**src/rtl/opc5_uart.sv**
```systemverilog
// -----------------------------------------------------------------------------
// opc5_uart - memory-mapped 8N1 UART for the OPC5 CPU bus.
//
// A TX FIFO feeds a serialiser. An optional receive path has a deserialiser and
// a one-byte holding register. The top level muxes dout onto the CPU data bus
// whenever dout_en is high.
//
// Register window (BASE+3 and above are unmapped):
//   BASE+0 DATA    W: push din[7:0] into the TX FIFO
//                  R: {8'h00, rx_byte}; a read clears rx_valid
//   BASE+1 STATUS  R: {11'b0, frame_err, overrun, rx_valid, tx_empty, tx_full}
//                  W: din[3]=1 clears overrun, din[4]=1 clears frame_err
//   BASE+2 DIVISOR R/W; bit time = divisor+1 clocks; a write of 0 stores 1
//
// Build option: define OPC5_UART_RX_EN to build the receive path. Without it,
// rxd is ignored and the RX status bits and rx_byte read as zero.
//
// Ports:
//   clk      in   system clock, shared with the CPU
//   reset_b  in   synchronous active-low reset
//   address  in   [15:0] CPU address bus
//   rnw      in   CPU read-not-write (0 = store this cycle)
//   din      in   [15:0] CPU write data
//   dout     out  [15:0] read data, combinational from address (0 when not enabled)
//   dout_en  out  high on a read cycle that hits BASE..BASE+2
//   txd      out  serial output, idle high
//   rxd      in   serial input, asynchronous, idle high
// -----------------------------------------------------------------------------
module opc5_uart #(
    parameter logic [15:0] BASE        = 16'hFE00,
    parameter int          TX_DEPTH    = 4,
    parameter logic [15:0] DEFAULT_DIV = 16'd433
) (
    input  logic        clk,
    input  logic        reset_b,
    input  logic [15:0] address,
    input  logic        rnw,
    input  logic [15:0] din,
    output logic [15:0] dout,
    output logic        dout_en,
    output logic        txd,
    input  logic        rxd
);

    localparam int            PW       = $clog2(TX_DEPTH);
    localparam int            CW       = PW + 1;
    localparam logic [CW-1:0] FULL_CNT = CW'(TX_DEPTH);

    // A zero divisor would give no bit timing at all; clamp it to 1.
    function automatic logic [15:0] sat_div(input logic [15:0] v);
        return (v == 16'd0) ? 16'd1 : v;
    endfunction

    // -------------------------------------------------------------------------
    // Bus decode
    // -------------------------------------------------------------------------
    logic sel_data;
    logic sel_stat;
    logic sel_div;

    assign sel_data = (address == BASE);
    assign sel_stat = (address == BASE + 16'd1);
    assign sel_div  = (address == BASE + 16'd2);
    assign dout_en  = rnw && (sel_data || sel_stat || sel_div);

    logic [15:0] div_q;

    always_ff @(posedge clk) begin
        if (!reset_b) begin
            div_q <= DEFAULT_DIV;
        end else if (!rnw && sel_div) begin
            div_q <= sat_div(din);
        end
    end

    // Receive-side results; driven by the RX path or tied off below.
    logic [7:0] rx_byte;
    logic       rx_valid;
    logic       overrun;
    logic       frame_err;

    // -------------------------------------------------------------------------
    // TX FIFO
    // -------------------------------------------------------------------------
    logic [7:0]    tx_mem [TX_DEPTH];
    logic [PW-1:0] wptr;
    logic [PW-1:0] rptr;
    logic [CW-1:0] count;
    logic          push;
    logic          pop;
    logic          tx_full;
    logic          tx_empty;

    // A push into a full FIFO is still accepted when the serialiser pops on
    // the same edge, because a slot frees up at that moment.
    assign tx_full = (count == FULL_CNT);
    assign push    = !rnw && sel_data && (!tx_full || pop);

    always_ff @(posedge clk) begin
        if (!reset_b) begin
            wptr  <= '0;
            rptr  <= '0;
            count <= '0;
        end else begin
            if (push) begin
                wptr <= wptr + 1'b1;
            end
            if (pop) begin
                rptr <= rptr + 1'b1;
            end
            case ({push, pop})
                2'b10:   count <= count + 1'b1;
                2'b01:   count <= count - 1'b1;
                default: count <= count;
            endcase
        end
    end

    always_ff @(posedge clk) begin
        if (push) begin
            tx_mem[wptr] <= din[7:0];
        end
    end

    // -------------------------------------------------------------------------
    // TX serialiser
    // -------------------------------------------------------------------------
    typedef enum logic [1:0] {
        TX_IDLE,
        TX_START,
        TX_DATA,
        TX_STOP
    } tx_state_t;

    tx_state_t   tx_state;
    tx_state_t   tx_next;
    logic [15:0] tx_timer;
    logic        tx_tick;
    logic [2:0]  tx_bit;
    logic [7:0]  tx_sh;
    logic        tx_shift;

    assign tx_tick  = (tx_timer == 16'd0);
    assign tx_empty = (count == '0) && (tx_state == TX_IDLE);

    always_comb begin
        tx_next  = tx_state;
        pop      = 1'b0;
        tx_shift = 1'b0;
        case (tx_state)
            TX_IDLE: begin
                if (count != '0) begin
                    pop     = 1'b1;
                    tx_next = TX_START;
                end
            end
            TX_START: begin
                if (tx_tick) begin
                    tx_next = TX_DATA;
                end
            end
            TX_DATA: begin
                if (tx_tick) begin
                    tx_shift = 1'b1;
                    if (tx_bit == 3'd7) begin
                        tx_next = TX_STOP;
                    end
                end
            end
            TX_STOP: begin
                // Chain straight into the next start bit when more data waits.
                if (tx_tick) begin
                    if (count != '0) begin
                        pop     = 1'b1;
                        tx_next = TX_START;
                    end else begin
                        tx_next = TX_IDLE;
                    end
                end
            end
            default: tx_next = TX_IDLE;
        endcase
    end

    always_ff @(posedge clk) begin
        if (!reset_b) begin
            tx_state <= TX_IDLE;
            tx_timer <= '0;
            tx_bit   <= '0;
        end else begin
            tx_state <= tx_next;
            // The divisor is sampled only at bit boundaries, so a write during
            // a frame never stretches or cuts the bit in progress.
            if (pop || (tx_state != TX_IDLE && tx_tick)) begin
                tx_timer <= div_q;
            end else if (!tx_tick) begin
                tx_timer <= tx_timer - 16'd1;
            end
            if (pop) begin
                tx_bit <= '0;
            end else if (tx_shift) begin
                tx_bit <= tx_bit + 3'd1;
            end
        end
    end

    always_ff @(posedge clk) begin
        if (pop) begin
            tx_sh <= tx_mem[rptr];
        end else if (tx_shift) begin
            tx_sh <= {1'b0, tx_sh[7:1]};
        end
    end

    always_comb begin
        txd = 1'b1;
        case (tx_state)
            TX_START: txd = 1'b0;
            TX_DATA:  txd = tx_sh[0];
            default:  txd = 1'b1;
        endcase
    end

`ifdef OPC5_UART_RX_EN
    // -------------------------------------------------------------------------
    // RX deserialiser
    // -------------------------------------------------------------------------
    function automatic logic [15:0] half_bit(input logic [15:0] v);
        return 16'(({1'b0, v} + 17'd1) >> 1);
    endfunction

    typedef enum logic [1:0] {
        RX_IDLE,
        RX_START,
        RX_DATA,
        RX_STOP
    } rx_state_t;

    rx_state_t   rx_state;
    rx_state_t   rx_next;
    logic        rxd_p0;
    logic        rxd_p1;
    logic        rxd_p2;
    logic [15:0] rx_timer;
    logic        rx_tick;
    logic [2:0]  rx_bit;
    logic [7:0]  rx_sh;
    logic        rx_shift;
    logic        rx_done;
    logic        rd_data;
    logic        wr_stat;

    assign rx_tick = (rx_timer == 16'd0);
    assign rd_data = rnw && sel_data;
    assign wr_stat = !rnw && sel_stat;

    // Synchroniser stages p0/p1; p2 holds the previous value for edge detect.
    always_ff @(posedge clk) begin
        if (!reset_b) begin
            rxd_p0 <= 1'b1;
            rxd_p1 <= 1'b1;
            rxd_p2 <= 1'b1;
        end else begin
            rxd_p0 <= rxd;
            rxd_p1 <= rxd_p0;
            rxd_p2 <= rxd_p1;
        end
    end

    always_comb begin
        rx_next  = rx_state;
        rx_shift = 1'b0;
        rx_done  = 1'b0;
        case (rx_state)
            RX_IDLE: begin
                if (rxd_p2 && !rxd_p1) begin
                    rx_next = RX_START;
                end
            end
            RX_START: begin
                // A high mid-start sample means a glitch, not a frame.
                if (rx_tick) begin
                    rx_next = rxd_p1 ? RX_IDLE : RX_DATA;
                end
            end
            RX_DATA: begin
                if (rx_tick) begin
                    rx_shift = 1'b1;
                    if (rx_bit == 3'd7) begin
                        rx_next = RX_STOP;
                    end
                end
            end
            RX_STOP: begin
                if (rx_tick) begin
                    rx_done = 1'b1;
                    rx_next = RX_IDLE;
                end
            end
            default: rx_next = RX_IDLE;
        endcase
    end

    always_ff @(posedge clk) begin
        if (!reset_b) begin
            rx_state  <= RX_IDLE;
            rx_timer  <= '0;
            rx_bit    <= '0;
            rx_valid  <= 1'b0;
            overrun   <= 1'b0;
            frame_err <= 1'b0;
        end else begin
            rx_state <= rx_next;
            // Idle keeps the half-bit count preloaded so the first sample
            // lands mid start bit.
            if (rx_state == RX_IDLE) begin
                rx_timer <= half_bit(div_q);
            end else if (rx_tick) begin
                rx_timer <= div_q;
            end else begin
                rx_timer <= rx_timer - 16'd1;
            end
            if (rx_state == RX_START) begin
                rx_bit <= '0;
            end else if (rx_shift) begin
                rx_bit <= rx_bit + 3'd1;
            end
            if (rx_done) begin
                rx_valid <= 1'b1;
            end else if (rd_data) begin
                rx_valid <= 1'b0;
            end
            // A read on the delivery edge frees the holding register in time.
            if (rx_done && rx_valid && !rd_data) begin
                overrun <= 1'b1;
            end else if (wr_stat && din[3]) begin
                overrun <= 1'b0;
            end
            if (rx_done && !rxd_p1) begin
                frame_err <= 1'b1;
            end else if (wr_stat && din[4]) begin
                frame_err <= 1'b0;
            end
        end
    end

    always_ff @(posedge clk) begin
        if (rx_shift) begin
            rx_sh <= {rxd_p1, rx_sh[7:1]};
        end
        if (rx_done) begin
            rx_byte <= rx_sh;
        end
    end
`else
    logic unused_rxd;

    assign unused_rxd = rxd;
    assign rx_byte    = 8'h00;
    assign rx_valid   = 1'b0;
    assign overrun    = 1'b0;
    assign frame_err  = 1'b0;
`endif

    // -------------------------------------------------------------------------
    // Read mux
    // -------------------------------------------------------------------------
    always_comb begin
        dout = 16'h0000;
        if (rnw) begin
            if (sel_data) begin
                dout = {8'h00, rx_byte};
            end else if (sel_stat) begin
                dout = {11'b0, frame_err, overrun, rx_valid, tx_empty, tx_full};
            end else if (sel_div) begin
                dout = div_q;
            end
        end
    end

endmodule

```
**config.mk**
```make
export PLATFORM = sky130hd
export DESIGN_NAME = opc5_uart
export DESIGN_NICKNAME = d
export VERILOG_FILES = /design/src/rtl/opc5_uart.sv
export SDC_FILE = /design/constraint.sdc
export NUM_CORES = 1
export LEC_CHECK = 0
export CORE_MARGIN = 5
export CORE_UTILIZATION = 50
export DETAILED_ROUTE_END_ITERATION = 6
export PLACE_DENSITY_LB_ADDON = 0.15
export RECOVER_POWER = 50
export SLEW_MARGIN = 30
export SYNTH_ARGS = -nofsm -noshare
export SYNTH_HDL_FRONTEND = slang
export SYNTH_SLANG_ARGS = --single-unit
```
**constraint.sdc**
```tcl
create_clock -name clk -period 3.4 [get_ports clk]
set_input_delay 1.02 -clock clk [delete_from_list [all_inputs] [get_ports clk]]
set_output_delay 1.02 -clock clk [all_outputs]
set_load 0.01 [all_outputs]
```
; ---- Word level (Yosys, flattened, before mapping)
; Memories as Yosys holds them, arrays and structs flattened. A register that Yosys moved wholly into a read port is not among the register bits.
; Index checks and enable logic that the tools add are counted.
[op_classes]
reduce_logical = 22
n_addsub = 6
eq_ne = 16
bitwise = 1
muxes = 27
[op_table]
columns = operator, count
row1 = two-way mux 16 bit, 7
row2 = == test 16 bit (second input constant), 3
row3 = zero test 16 bit, 2
row4 = two-way mux 8 bit, 2
row5 = subtractor 16 x 1 -> 16 bit (second input constant), 1
row6 = two-way mux 2 bit, 7
row7 = inequality test 2 bit (second input constant), 4
row8 = case mux 2 bit (4 select lines), 1
row9 = two-way mux 1 bit, 7
row10 = adder 3 x 1 -> 3 bit (second input constant), 2
row11 = == test 2 bit (second input constant), 3
row12 = == test 3 bit (second input constant), 2
row13 = logical AND 1 bit, 6
row14 = case mux 3 bit (2 select lines), 1
row15 = nonzero test 2 bit, 3
row16 = AND reduction 5 bit, 1
row17 = adder 2 x 1 -> 2 bit (second input constant), 2
row18 = == test 2 x 1 -> 1 bit (second input constant), 2
row19 = logical OR 1 bit, 4
row20 = inequality test 2 x 1 -> 1 bit (second input constant), 2
row21 = case mux 1 bit (2 select lines), 2
row22 = zero test 3 bit, 1
row23 = nonzero test 3 bit, 1
row24 = subtractor 3 x 1 -> 3 bit (second input constant), 1
row25 = 4 further kinds, 5
[totals]
ff_bits = 52
memories = 1
ram_bits = 32
output_inout_bits = 18
[mem_list]
columns = memory, words, word_bits, rd, rd_ports_with_merged_regs, write_ports, line_no
row1 = tx_mem, 4, 8, 1, 1, 1, 85  ; logic [7:0] tx_mem [TX_DEPTH];

; ---- Depth between registers and ports, before layout
; Gate-level depths: netlist of the first run.
[depth]
depth_word = 8
depth_mapped = 12

; ---- Worst setup path before layout of the first run
; OpenSTA, ideal clock, no wires.
[synth_timing]
kind = input port to output port
start = in address[3]
end = out dout[10]
setup_slack_ns = -0.003
path_stages = 6
arrival_time_ns = 2.383
path_cell_list = nor4_2 nand4_1 nor3b_2 and3b_1 clkbuf_1 and2_1
[synth_between]
elab_chain_cells = 5
word_cells_on_any_way = 7
classes_between = eq/ne: 3 / mux: 4
[synth_rtl]
columns = item, line_no
row1 = "start, declared", 36  ; input logic [15:0] address,
row2 = == test 16 bit, 63  ; assign sel_div = (address == BASE + 16'd2);
row3 = two-way mux 16 bit, 375  ; end else if (sel_div) begin
row4 = two-way mux 16 bit, 373  ; end else if (sel_stat) begin
row5 = two-way mux 16 bit *, 371  ; if (sel_data) begin
row6 = two-way mux 16 bit *, 370  ; if (rnw) begin
row7 = "end, declared", 39  ; output logic [15:0] dout,
; Every way passes the cells marked *; elsewhere a longest branch is shown, timed or not.

; ---- Final worst setup path of the first run
[layout_timing]
start = in address[11]
end = out dout[5]
; The elaborated chain is that of the path after synthesis.

==> results of run 1 <==
-- sequential cells by signal, summed over array words and instances (netlist names), 3 cells and up, named ones only --
register,count
div_q,16
tx_mem,32
tx_sh,8
tx_timer,16
tx_bit,3
count,3
-- path summary, 6_finish.rpt --
check	from	end	slack (ns)	depth (start not counted)
max	address[11]	dout[5]	-0.18	9
min	tx_bit[1]	tx_bit[1]	0.46	2
max reg2reg	tx_timer[0]	tx_sh[6]	0.60	7
min reg2reg	tx_bit[1]	tx_bit[1]	0.46	2
-- stage by stage --
stage               instances  instance area, um^2  total power, mW  TNS (ns)  setup slack (ns)
floorplan                 374                 4190             2.45         0            0.0367
global placement          537                 4990             2.74    -13.68            -0.833
global route              556                 5250             3.67     -4.13            -0.292
finish                    556                 5250             3.46     -2.36            -0.181
CTS                       558                 5310             3.53     -2.85            -0.205
detailed placement        537                 4990             2.78    -14.64            -0.893
-- layout by cell type, fill, tap and decap left out, types with 4 or more instances in the layout --
cell type	n
inv_1	14
or3_1	4
a21oi_1	11
nand2_1	21
clkdlybuf4s15_1	4
and2_4	14
mux2i_1	12
o21ai_0	8
clkbuf_8	9
buf_4	19
nand4_1	8
a221o_1	4
nand3_1	11
buf_2	5
ha_1	13
nor3_1	8
clkdlybuf4s50_1	13
a22oi_1	13
mux4_2	8
dlygate4sd2_1	6
buf_6	17
xnor2_1	7
mux2_1	4
nand2b_1	4
a211oi_1	4
dlygate4sd3_1	8
and3_1	6
nor2_1	37
edfxtp_1	40
nor4_1	6
dfxtp_1	46
buf_12	5
inv_6	4
-- area by class of cell --
type / count / area (um^2)
Inverter: 14 / 52.6
Tap cell: 105 / 131
Clock inverter: 7 / 83.8
Timing Repair Buffer: 80 / 773
Fill cell: 657 / 2920
Clock buffer: 9 / 124
Sequential cell: 86 / 2120
Multi-Input combinational cell: 255 / 1970
-- repair_timing --
action / in CTS / in global routing
endpoints found under the setup margin: 17 / 17
setup buffers: 19 / 1
pin swaps: 11 / 5
hold endpoints to repair: 0 / 0
cloned: 1 / 0
hold buffers: 0 / 0
gates resized for setup: 132 / 3
-- per-layer routing --
metal	track usage (%)	share of wire [%]	wire length, um	vias to the layer above
met5	0	0	0	-
met3	4.06	6.3	619	22
met1	26.9	46	4520	1550
met2	32.2	45	4490	110
li1	-	-	-	1546
met4	9.51	2.6	257	0
-- power by group --
group / switching, mW / internal, mW / total, mW
Clock: 0.397 / 0.355 / 0.752
Sequential: 0.143 / 1.26 / 1.41
Combinational: 0.721 / 0.580 / 1.30
-- cell families after synthesis --
kind of cell	share of synthesized area, %
and+or+nand+nor	17.9
DFF	50.7
AOI/OAI and AO/OA	12.0
buffers and inverters	3.53
muxes	9.41
adders and majority gates	4.36
xor gates and xnor gates	2.09
-- worst max-delay path, delay by kind of cell --
family	cells	cell delay, ns
buffers and inverters	4	0.60
AND/OR/NAND/NOR	5	0.93
==> impl_metrics.tcl, run 1 <==
set metrics [dict create \
    status "complete, but fails checks" \
    failed_checks "negative setup slack" \
    synth_area_leader_cell "edfxtp_1" \
    vias 3228 \
    cts_tree "built" \
    synth.area.top_cells "edfxtp_1 (29%), dfxtp_1 (22%), mux4_2 (4.3%)" \
    yosys.area.top_type_share_pct 28.7 \
    finish.utilization_pct 64.2 \
    relSlewSlack_pct 42.8 \
    path_clk_slew_ns 0.09 \
    critPathMostFrequentCell "buf_6" \
    drt-initial-drc-count 221 \
    routed_via_density 5.81 \
    rsz0062_at_grt "yes" \
    start_util_pct 51.2 \
    synth_edf_count 40 \
    period_share_pct 105 \
    cts_buffers 9 \
    cp_slowest_cell "and3b_2" \
    die_h_um 102 \
    endpoint_kind "output pin" \
    antenna_left 0 \
    port-buffer-count 52 \
    synthToLayoutAreaGrowth_pct 25.5 \
    ys_async_sr_fraction_pct 0 \
    num_rows 33 \
    critPathMaxFanout 7 \
    worst_ep_required_time_ns 2.38 \
    worstSetupPathType "primary input to output pin" \
    yosysSeqAreaShare_pct 50.7 \
    wire_per_inst_um 17.8 \
    synth.cell_area_um2 4190 \
    nets 496 \
    die_x_um 102 \
    maxCapViolCount 0 \
    ys.flop_type "dfxtp_1" \
    avgSynthCellArea_um2 11.2 \
    drc 0 \
    power_density_nw_per_um2 659 \
    setup-violations-final 16 \
    gr-total-overflow 0 \
    core-area_um2 8180 \
    clockRootBuffer "clkbuf_8" \
    grt_pass1_wl_um 16000 \
    synthTopCellsByCount "dfxtp_1 (46), edfxtp_1 (40), nor2_1 (38)" \
    clockBufferDepth 2 \
    h-tree-depth 3 \
    dr.pass1.iters 4 \
    max_freq_mhz 279 \
    hold_ws_ns 0.465 \
    clk_latency_ns 0.37 \
    ys_seq_elements 86 \
    drv_slew 0 \
    die-area_um2 10300 \
    syn-num-nets 424 \
    ios 54 \
    grtUsageTotal_pct 20.3 \
    cts_num_sinks 86 \
    finalCriticalPeriod_ns 3.58 \
    yosys_warnings 0 \
    tightest_slew_ns 0.857 \
    dp_hpwl_um 7070 \
    drive_gt1_share_pct 21.7 \
    cp.arrival_ns 2.56 \
    path_cells "dlygate4sd2_1 -> and4_1 -> nand4_1 -> buf_4 -> nor3b_4 -> and3b_2 -> buf_6 -> and2_4 -> buf_6" \
    grt_pass1_vias 3222 \
    start_kind "primary input" \
    gp_congestion 0.874 \
    hold_viol 0 \
    antenna-diode-count 0 \
    clock_skew_ns 0.0117 \
    wl_um 9880 \
    yosysUniqueCellTypes 64 \
    grt_max_degree 25 \
    hp-class "register to register" \
    cpPeakStageDelay_ns 0.25 \
    ir_drop_v 0.000399 \
    setup_ws_ns -0.181 \
    synth.most_common_cell "dfxtp_1" \
    synthCells 374 \
    antenna_found_initial 0 \
    p_leak_nw 2.01 \
]
(Power assumes the default switching activity.)
==> inputs of run 2 (changes only) <==
Settings changed: CTS_CLUSTER_SIZE from default to 24, SLEW_MARGIN 30 to 20.
==> results of run 2 <==
Same layout as run 1: the final DEF is identical, and so are final timing and power.
